$ cat src/rtl/fetch_unit_pkg.sv
// rtl/fetch_unit_pkg.sv - shared types and constants for the fetch unit
package fetch_unit_pkg;

  localparam logic [31:0] DEFAULT_RESET_PC = 32'h0000_0000;
  localparam logic [31:0] NOP_INSTR        = 32'h0000_0013;

  typedef struct packed {
    logic [31:0] pc;
    logic [31:0] instr;
    logic        fault;
  } fetch_entry_t;

endpackage

$ cat src/rtl/fetch_buf.sv
// rtl/fetch_buf.sv - instruction buffer: synchronous FIFO with flush, registered head
module fetch_buf
  import fetch_unit_pkg::*;
#(
  parameter int DEPTH = 2,
  localparam int AW = (DEPTH > 1) ? $clog2(DEPTH) : 1,
  localparam int CW = $clog2(DEPTH + 1)
) (
  input  logic         clk,
  input  logic         rst_n,
  input  logic         flush,
  input  logic         push,
  input  fetch_entry_t wdata,
  input  logic         pop,
  output fetch_entry_t head,
  output logic [CW-1:0] count
);

  fetch_entry_t mem [DEPTH];
  logic [AW-1:0] rptr;
  logic [AW-1:0] wptr;

  function automatic logic [AW-1:0] next_ptr(input logic [AW-1:0] p);
    return (p == AW'(DEPTH - 1)) ? '0 : p + AW'(1);
  endfunction

  // Storage is reset so the head reads zero while rst_n is low.
  always_ff @(posedge clk or negedge rst_n) begin
    if (!rst_n) begin
      for (int i = 0; i < DEPTH; i++) mem[i] <= '0;
    end else if (push && !flush) begin
      mem[wptr] <= wdata;
    end
  end

  always_ff @(posedge clk or negedge rst_n) begin
    if (!rst_n) begin
      rptr  <= '0;
      wptr  <= '0;
      count <= '0;
    end else if (flush) begin
      rptr  <= '0;
      wptr  <= '0;
      count <= '0;
    end else begin
      if (push) wptr <= next_ptr(wptr);
      if (pop)  rptr <= next_ptr(rptr);
      case ({push, pop})
        2'b10:   count <= count + CW'(1);
        2'b01:   count <= count - CW'(1);
        default: count <= count;
      endcase
    end
  end

  assign head = mem[rptr];

endmodule

$ cat src/rtl/fetch_unit.sv
// rtl/fetch_unit.sv - PC sequencing and redirect handling; FETCH_MISALIGN_TRAP_EN enables misaligned-target traps
module fetch_unit
  import fetch_unit_pkg::*;
#(
  parameter logic [31:0] RESET_PC  = DEFAULT_RESET_PC,
  parameter int          BUF_DEPTH = 2
) (
  input  logic        clk,
  input  logic        rst_n,
  output logic [31:0] imem_pc,
  input  logic [31:0] imem_instr,
  input  logic        redirect,
  input  logic [31:0] redirect_pc,
  output logic        valid_o,
  input  logic        ready_i,
  output logic [31:0] instr_o,
  output logic [31:0] pc_o,
  output logic        fault_o
);

  localparam int CW = $clog2(BUF_DEPTH + 1);

  logic [31:0]   pc_q;
  logic [31:0]   target;
  logic [CW-1:0] count;
  logic          pop;
  logic          space;
  logic          push;
  logic          advance;
  fetch_entry_t  wdata;
  fetch_entry_t  head;

  assign valid_o = (count != '0);
  assign pop     = valid_o && ready_i && !redirect;
  assign space   = (count < CW'(BUF_DEPTH)) || pop;

`ifdef FETCH_MISALIGN_TRAP_EN
  logic halt_q;
  logic trap_q;
  logic misalign;

  assign misalign = |redirect_pc[1:0];
  assign target   = redirect_pc;
  // While halted only the pending fault marker may enter the buffer.
  assign push     = !redirect && space && (!halt_q || trap_q);
  assign advance  = push && !halt_q;
  assign wdata    = trap_q ? '{pc: pc_q, instr: NOP_INSTR, fault: 1'b1}
                           : '{pc: pc_q, instr: imem_instr, fault: 1'b0};
  assign fault_o  = valid_o && head.fault;

  always_ff @(posedge clk or negedge rst_n) begin
    if (!rst_n) begin
      halt_q <= 1'b0;
      trap_q <= 1'b0;
    end else if (redirect) begin
      halt_q <= misalign;
      trap_q <= misalign;
    end else if (push && trap_q) begin
      trap_q <= 1'b0;
    end
  end
`else
  logic unused_fault;

  assign unused_fault = head.fault;
  assign target       = redirect_pc & ~32'h3;
  assign push         = !redirect && space;
  assign advance      = push;
  assign wdata        = '{pc: pc_q, instr: imem_instr, fault: 1'b0};
  assign fault_o      = 1'b0;
`endif

  always_ff @(posedge clk or negedge rst_n) begin
    if (!rst_n)        pc_q <= RESET_PC;
    else if (redirect) pc_q <= target;
    else if (advance)  pc_q <= pc_q + 32'd4;
  end

  assign imem_pc = pc_q;

  fetch_buf #(.DEPTH(BUF_DEPTH)) u_buf (
    .clk   (clk),
    .rst_n (rst_n),
    .flush (redirect),
    .push  (push),
    .wdata (wdata),
    .pop   (pop),
    .head  (head),
    .count (count)
  );

  assign instr_o = head.instr;
  assign pc_o    = head.pc;

endmodule

$ cat config.mk
export PLATFORM = sky130hd
export DESIGN_NAME = fetch_unit
export DESIGN_NICKNAME = d
export VERILOG_FILES = /design/src/rtl/fetch_unit_pkg.sv /design/src/rtl/fetch_buf.sv /design/src/rtl/fetch_unit.sv
export SDC_FILE = /design/constraint.sdc
export NUM_CORES = 1
export LEC_CHECK = 0
export BUFFER_PORTS_ARGS = -buffer_cell sky130_fd_sc_hd__buf_2
export CORE_MARGIN = 2
export CORE_UTILIZATION = 58
export CTS_BUF_LIST = sky130_fd_sc_hd__clkbuf_16
export DETAILED_ROUTE_END_ITERATION = 8
export PLACE_DENSITY_LB_ADDON = 0.1
export SYNTH_ARGS = -nofsm -noshare
export SYNTH_HDL_FRONTEND = slang
export SYNTH_SLANG_ARGS = --single-unit
$ cat constraint.sdc
create_clock -name clk -period 4.3 [get_ports clk]
set_input_delay 0.645 -clock clk [delete_from_list [all_inputs] [get_ports clk]]
set_output_delay 0.645 -clock clk [all_outputs]
set_load 0.005 [all_outputs]
======== Yosys cells after proc, flatten, opt, wreduce, memory -nomap -nowiden ========
Index checks and enable logic that the tools add are counted.
storage, ports and cells
  input port bits ......................... 68
  word-level logic and storage cells ...... 50
  flip-flop bits (word level) ............. 166
  output and inout port bits .............. 98
operators by class
  muxes and demuxes ....................... 16
  $lt $le $gt $ge ......................... 4
  add/sub/neg operators ................... 5
  equality and inequality tests ........... 2
  reduce and logical (&&, ||, !) cells .... 11
  bitwise gates (word level) .............. 2
operators with widths
  kind                                                                   count
  65-bit 2-to-1 mux                                                      4
  130-bit bitwise mux                                                    1
  65-bit demux with 1-bit select                                         1
  32-bit 2-to-1 mux                                                      2
  32-bit by 3-bit adder with 32-bit output (second input constant)       1
  1-bit 2-to-1 mux                                                       6
  2-bit nonzero test                                                     3
  1-bit logical AND                                                      5
  2-bit greater-or-equal comparator (second input constant)              2
  1-bit inverter with 2-bit output                                       2
  2-bit one-hot mux with 2 select lines                                  1
  3-bit nonzero test                                                     1
  1-bit adder (second input constant)                                    2
  2-bit by 1-bit adder with 2-bit output (second input constant)         1
  2-bit by 1-bit == test with 1-bit output (second input constant)       1
  2-bit == test (second input constant)                                  1
  2-bit by 1-bit < comparator with 1-bit output (second input constant)  1
  2-bit < comparator (second input constant)                             1
  2-bit 2-to-1 mux                                                       1
  2-bit by 1-bit subtractor with 2-bit output (second input constant)    1
  1-bit zero test                                                        1
  1-bit logical OR                                                       1

======== Longest topological paths before layout ========
  depth after elaboration ................. 8
  mapped depth ............................ 7
  depth with buffers taken out ............ 6

======== By module ========
From an unflattened synthesis, not the netlist that was laid out.
unflattened totals
  cell total of the unflattened synthesis .. 601
  area, all modules ....................... 7852.5 um^2
modules (own cells, without submodules)
  module      seq. area each (um^2)  cells each  instances  area each (um^2)
  fetch_buf   3353.2                 365         1          5845.6
  fetch_unit  750.7                  236         1          2006.9

======== Worst setup path after synthesis ========
Ideal clock, no wire load.
  path type ............................... input to register
  from .................................... input redirect
  to ...................................... register pc_q[27] (netlist: imem_pc[27])
  setup time .............................. 0.125 ns
  data arrival time ....................... 1.912 ns
  stages on the path ...................... 5
  path buffers ............................ 0
  required time ........................... 4.175 ns
  setup slack ............................. 2.263 ns
  cell sequence ........................... nand2b_4 > a2111oi_4 > nand4_1 > xnor2_1 > mux2_2
between the ends
  longest elaborated chain between the ends .. 5
  elaborated cells on any way between the ends .. 6
  those cells by class .................... mux (1); reduce/logical (5)
ends and longest elaborated chain
  item                                 RTL line                            text
  from (decl)                          fetch_unit.sv:12                    input logic redirect,
  1-bit zero test                      fetch_unit.sv:34, fetch_unit.sv:67
  1-bit logical AND                    fetch_unit.sv:34                    assign pop = valid_o && ready_i && !redirect;
  1-bit logical OR                     fetch_unit.sv:35                    assign space = (count < CW'(BUF_DEPTH)) || pop;
  1-bit logical AND                    fetch_unit.sv:67                    assign push = !redirect && space;
  2-bit nonzero test (no source line)  --
  to (signal assigned)                 fetch_unit.sv:75                    else if (redirect) pc_q <= target;
  to (signal assigned)                 fetch_unit.sv:76                    else if (advance) pc_q <= pc_q + 32'd4;
  to (decl)                            fetch_unit.sv:23                    logic [31:0] pc_q;
Several ways; a longest one is shown, not always the timed one.
A chain may end at the register's enable or synchronous reset.

======== Worst setup path in the final report ========
  from .................................... register u_buf.rptr
  to ...................................... output instr_o[20]
between the ends
  longest elaborated chain between the ends .. 4
ends and longest elaborated chain
  item                                                    RTL line          text
  from (decl)                                             fetch_buf.sv:20   logic [AW-1:0] rptr;
  from (signal assigned)                                  fetch_buf.sv:47   if (pop) rptr <= next_ptr(rptr);
  1-bit inverter with 2-bit output (implied by the code)  fetch_buf.sv:56   assign head = mem[rptr];
  65-bit 2-to-1 mux (implied by the code) (3 in series)   fetch_buf.sv:56
  to (decl)                                               fetch_unit.sv:16  output logic [31:0] instr_o,
Every way passes these cells. The select of a mux whose other input is x is not followed.

==> summary.md <==
| Metric | Value |
|---|---|
| Status | `completed` |
| Post-Route WL | `15300 um` |
| Distinct cells, synth | `34` |
| Die Y-Extent | `between 100 and 150 um` |
| Clock Pin Slew Worst Setup and Hold Paths | `0.05 ns` |
| Fin Setup TNS | `0 ns` |
| Leak pwr | `3.92 nW` |
| # resized after CTS | `0` |
| Total GRT Usage | `0.241` |
| Cell row count | `40` |
| CTS Root Cell | `clkbuf_16` |
| Post-CTS Setup Repair Bufs | `0` |
| Post-synthesis simple-gate area fraction | `0.0629` |
| Initial DRC Count | `around 260` |
| Remaining Overflow, GRT | `0` |
| Die ar. | `13400 um^2` |
| Net count, final | `between 700 and 800` |
| Synth Warn # | `0` |
| CTS Hold Bufs | `0` |
| Largest net degree at the start of global routing | `108` |
| Antenna-violating nets left | `0` |
| Tmin final | `2.73 ns` |
| CTS Buffer Depth | `2` |
| Final setup violation count | `0` |
| Via count | `4771` |
| RSZ-0062 raised after global routing | `no` |
| Gate Count Post-Synth | `546` |
| Initial Utilization | `0.599` |
| Dpl hpwl | `10300 um` |
| Drt via density | `5.43` |
| Clock tree sinks | `158` |
| WP data arrival | `2.09 ns` |
| Global-route wire length before repair | `between 20000 and 25000 um` |
| Initial antenna violation count | `1` |
| Core area | `roughly 12000 um^2` |
| CTS Buf Count | `17` |
| Diode count | `0` |
| Synth Area in XOR/XNOR | `0.0374` |
| Primary FF master, synth | `dfrtp_1` |
| H-tree levels | `4` |
| R2r startpoint | `u_buf.count[1]` |
| #FFs+latches synth | `~160` |
| Critical Path Start Type | `flop` |
| RePlAce Congestion | `~0.82` |
| TritonRoute pass-1 iters | `4` |
| Drc violations | `0` |
| Mux share of post-synthesis cell area | `0.292` |
| WP data required | `3.65 ns` |
| Post-synth EDFFs | `0` |
| # port buffers | `between 150 and 200` |
| Fraction of the mapped netlist area in compound gates | `0.0309` |
| Async set-reset flop share out of synthesis | `1.00` |
| Worst-margin pin slew | `0.937 ns` |
| Worst setup path startpoint | `u_buf.rptr` |
| Filler Cells Inserted | `872` |
| Crit share post-route | `0.635` |
| Relative slew slack | `0.375` |
| Synthesized cell area | `7260 um^2` |
| TritonCTS clock tree | `yes` |
| CP Class | `flop to output pin` |
| Power Dens Cells | `between 400 and 500 nW/um^2` |
| Number of max-cap violations | `0` |
| Layout overhead on the synthesized area | `19.4%` |
| Vias in the first global route | `4895` |
| Top Ports | `166` |
| Hold Crit Class | `input pin to async pin` |
| Die span in x | `116 um` |
| Total design power | `0.00429 W` |
| Sequential element share of the synthesized area | `0.545` |
| Fraction of layout cells with a size suffix above 1 | `0.537` |
| Worst skew pair latency | `0.42 ns` |
| Final hold vios | `0` |
| Clock Skew | `0.00625 ns` |
| Synth Area in Adders | `0.00172` |
| Crit. End Element | `output pin` |
| Max Clk Rate | `around 370 MHz` |
| Syn avg cell area | `13.3 um^2` |
| CP max FO | `33` |
| Main combinational cell family by area after synthesis | `multiplexers` |
| Routed wire length per instance | `17.4 um` |
| Fin. max-slew vios | `0` |
| Peak supply drop | `0.320 mV` |
[cell families (layout without fill, tap and decap cells)]
family                   after synthesis  in the layout
buffers and inverters                 41            202
AND/OR/NAND/NOR                       91             91
multiplexers                         188            188
other                                  1              5
XOR/XNOR                              31             31
AO/OA/AOI/OAI                         35             35
adder cells (fa/ha/maj)                1              1
flip-flops                           158            158
[layer usage]
| metal | vias to the layer above | wire length [um] | part of all wire | track usage |
|---|---|---|---|---|
| li1 | 2218 | - | - | - |
| met3 | 19 | 900 | 0.059 | 0.0685 |
| met2 | 112 | 7890 | 0.52 | 0.413 |
| met4 | 2 | 221 | 0.014 | 0.0913 |
| met1 | 2420 | 6250 | 0.41 | 0.292 |
| met5 | - | 11 | 0.00072 | 0 |
[power by group]
| group | switching [W] | internal, W |
|---|---|---|
| Combinational | 0.000373 | 0.000573 |
| Sequential | 0.000208 | 0.00182 |
| Clock | 0.000547 | 0.000769 |
[sequential cells by signal, indices dropped and copies added, names as in the netlist]
name and count:
imem_pc 30, u_buf.count 2, u_buf.mem 124, u_buf.rptr 1, u_buf.wptr 1
[synth_stat cells (all sizes together), types with 2 or more instances]
master / instances / area [um^2]
nor4: 2 / 18.8
clkbuf: 12 / 45.0
inv: 3 / 11.3
a2111oi: 2 / 55.1
o21ai: 29 / 149
a21oi: 4 / 20.0
nand3: 16 / 80.1
dfrtp: 158 / 3950
and3: 6 / 37.5
nand4: 10 / 62.6
nand2b: 2 / 20.0
buf: 26 / 161
mux2: 187 / 2110
nor3: 3 / 26.3
xor2: 24 / 210
nor2: 8 / 30.0
nand2: 39 / 146
xnor2: 7 / 61.3
[cells in the final DEF (no fill, tap or decap), drive strengths merged, types with 5 or more instances in the layout]
cell type | netlist | final
xor2 | 24 | 24
inv | 3 | 7
buf | 26 | 167
clkbuf | 12 | 17
conb | 1 | 5
nor2 | 8 | 8
clkinv | 0 | 9
nand3 | 16 | 16
dfrtp | 158 | 158
nand2 | 39 | 39
and3 | 6 | 6
nand4 | 10 | 10
mux2 | 187 | 187
xnor2 | 7 | 7
o21ai | 29 | 29
[per-stage QoR]
step	cell area [um^2]	hold slack, ns	cells	setup WS (ns)	utilization
final	8660	0.339	879	1.57	0.715
after global routing	8660	0.419	879	1.46	0.715
after CTS	8660	0.381	879	1.55	0.715
after detailed placement	8150	0.476	847	1.59	0.673
after global placement	8150	0.463	847	1.61	0.673
after floorplan	7270	0.349	550	2.26	-
[worst max-delay path, cell delays in order, from the launching register on]
cell     delay, ns
dfrtp_2       0.62
buf_4         0.49
mux2_2        0.41
buf_2         0.14
[worst paths after layout]
kind | slack, ns | cells past startpoint | end
min | 0.34 | 1 | u_buf.mem[19]
max reg2reg | 1.85 | 4 | u_buf.mem[96]
min in group clk | 0.43 | 3 | imem_pc[11]
max in group asynchronous | 3.00 | 2 | imem_pc[6]
max | 1.57 | 3 | instr_o[20]
min reg2reg | 0.48 | 1 | u_buf.mem[107]
[layout make-up]
class / count / area [um^2] / area share
clock buffers: 17 / 425 / 0.0491
clock inverters: 15 / 90.1 / 0.0104
inverters: 3 / 11.3 / 0.00130
multi-input cells: 351 / 3100 / 0.358
flip-flops and latches: 158 / 3960 / 0.457
well taps: 168 / 210 / 0.0243
repair buffers: 167 / 865 / 0.0998
Note: power is estimated with default switching activity, not from simulation.
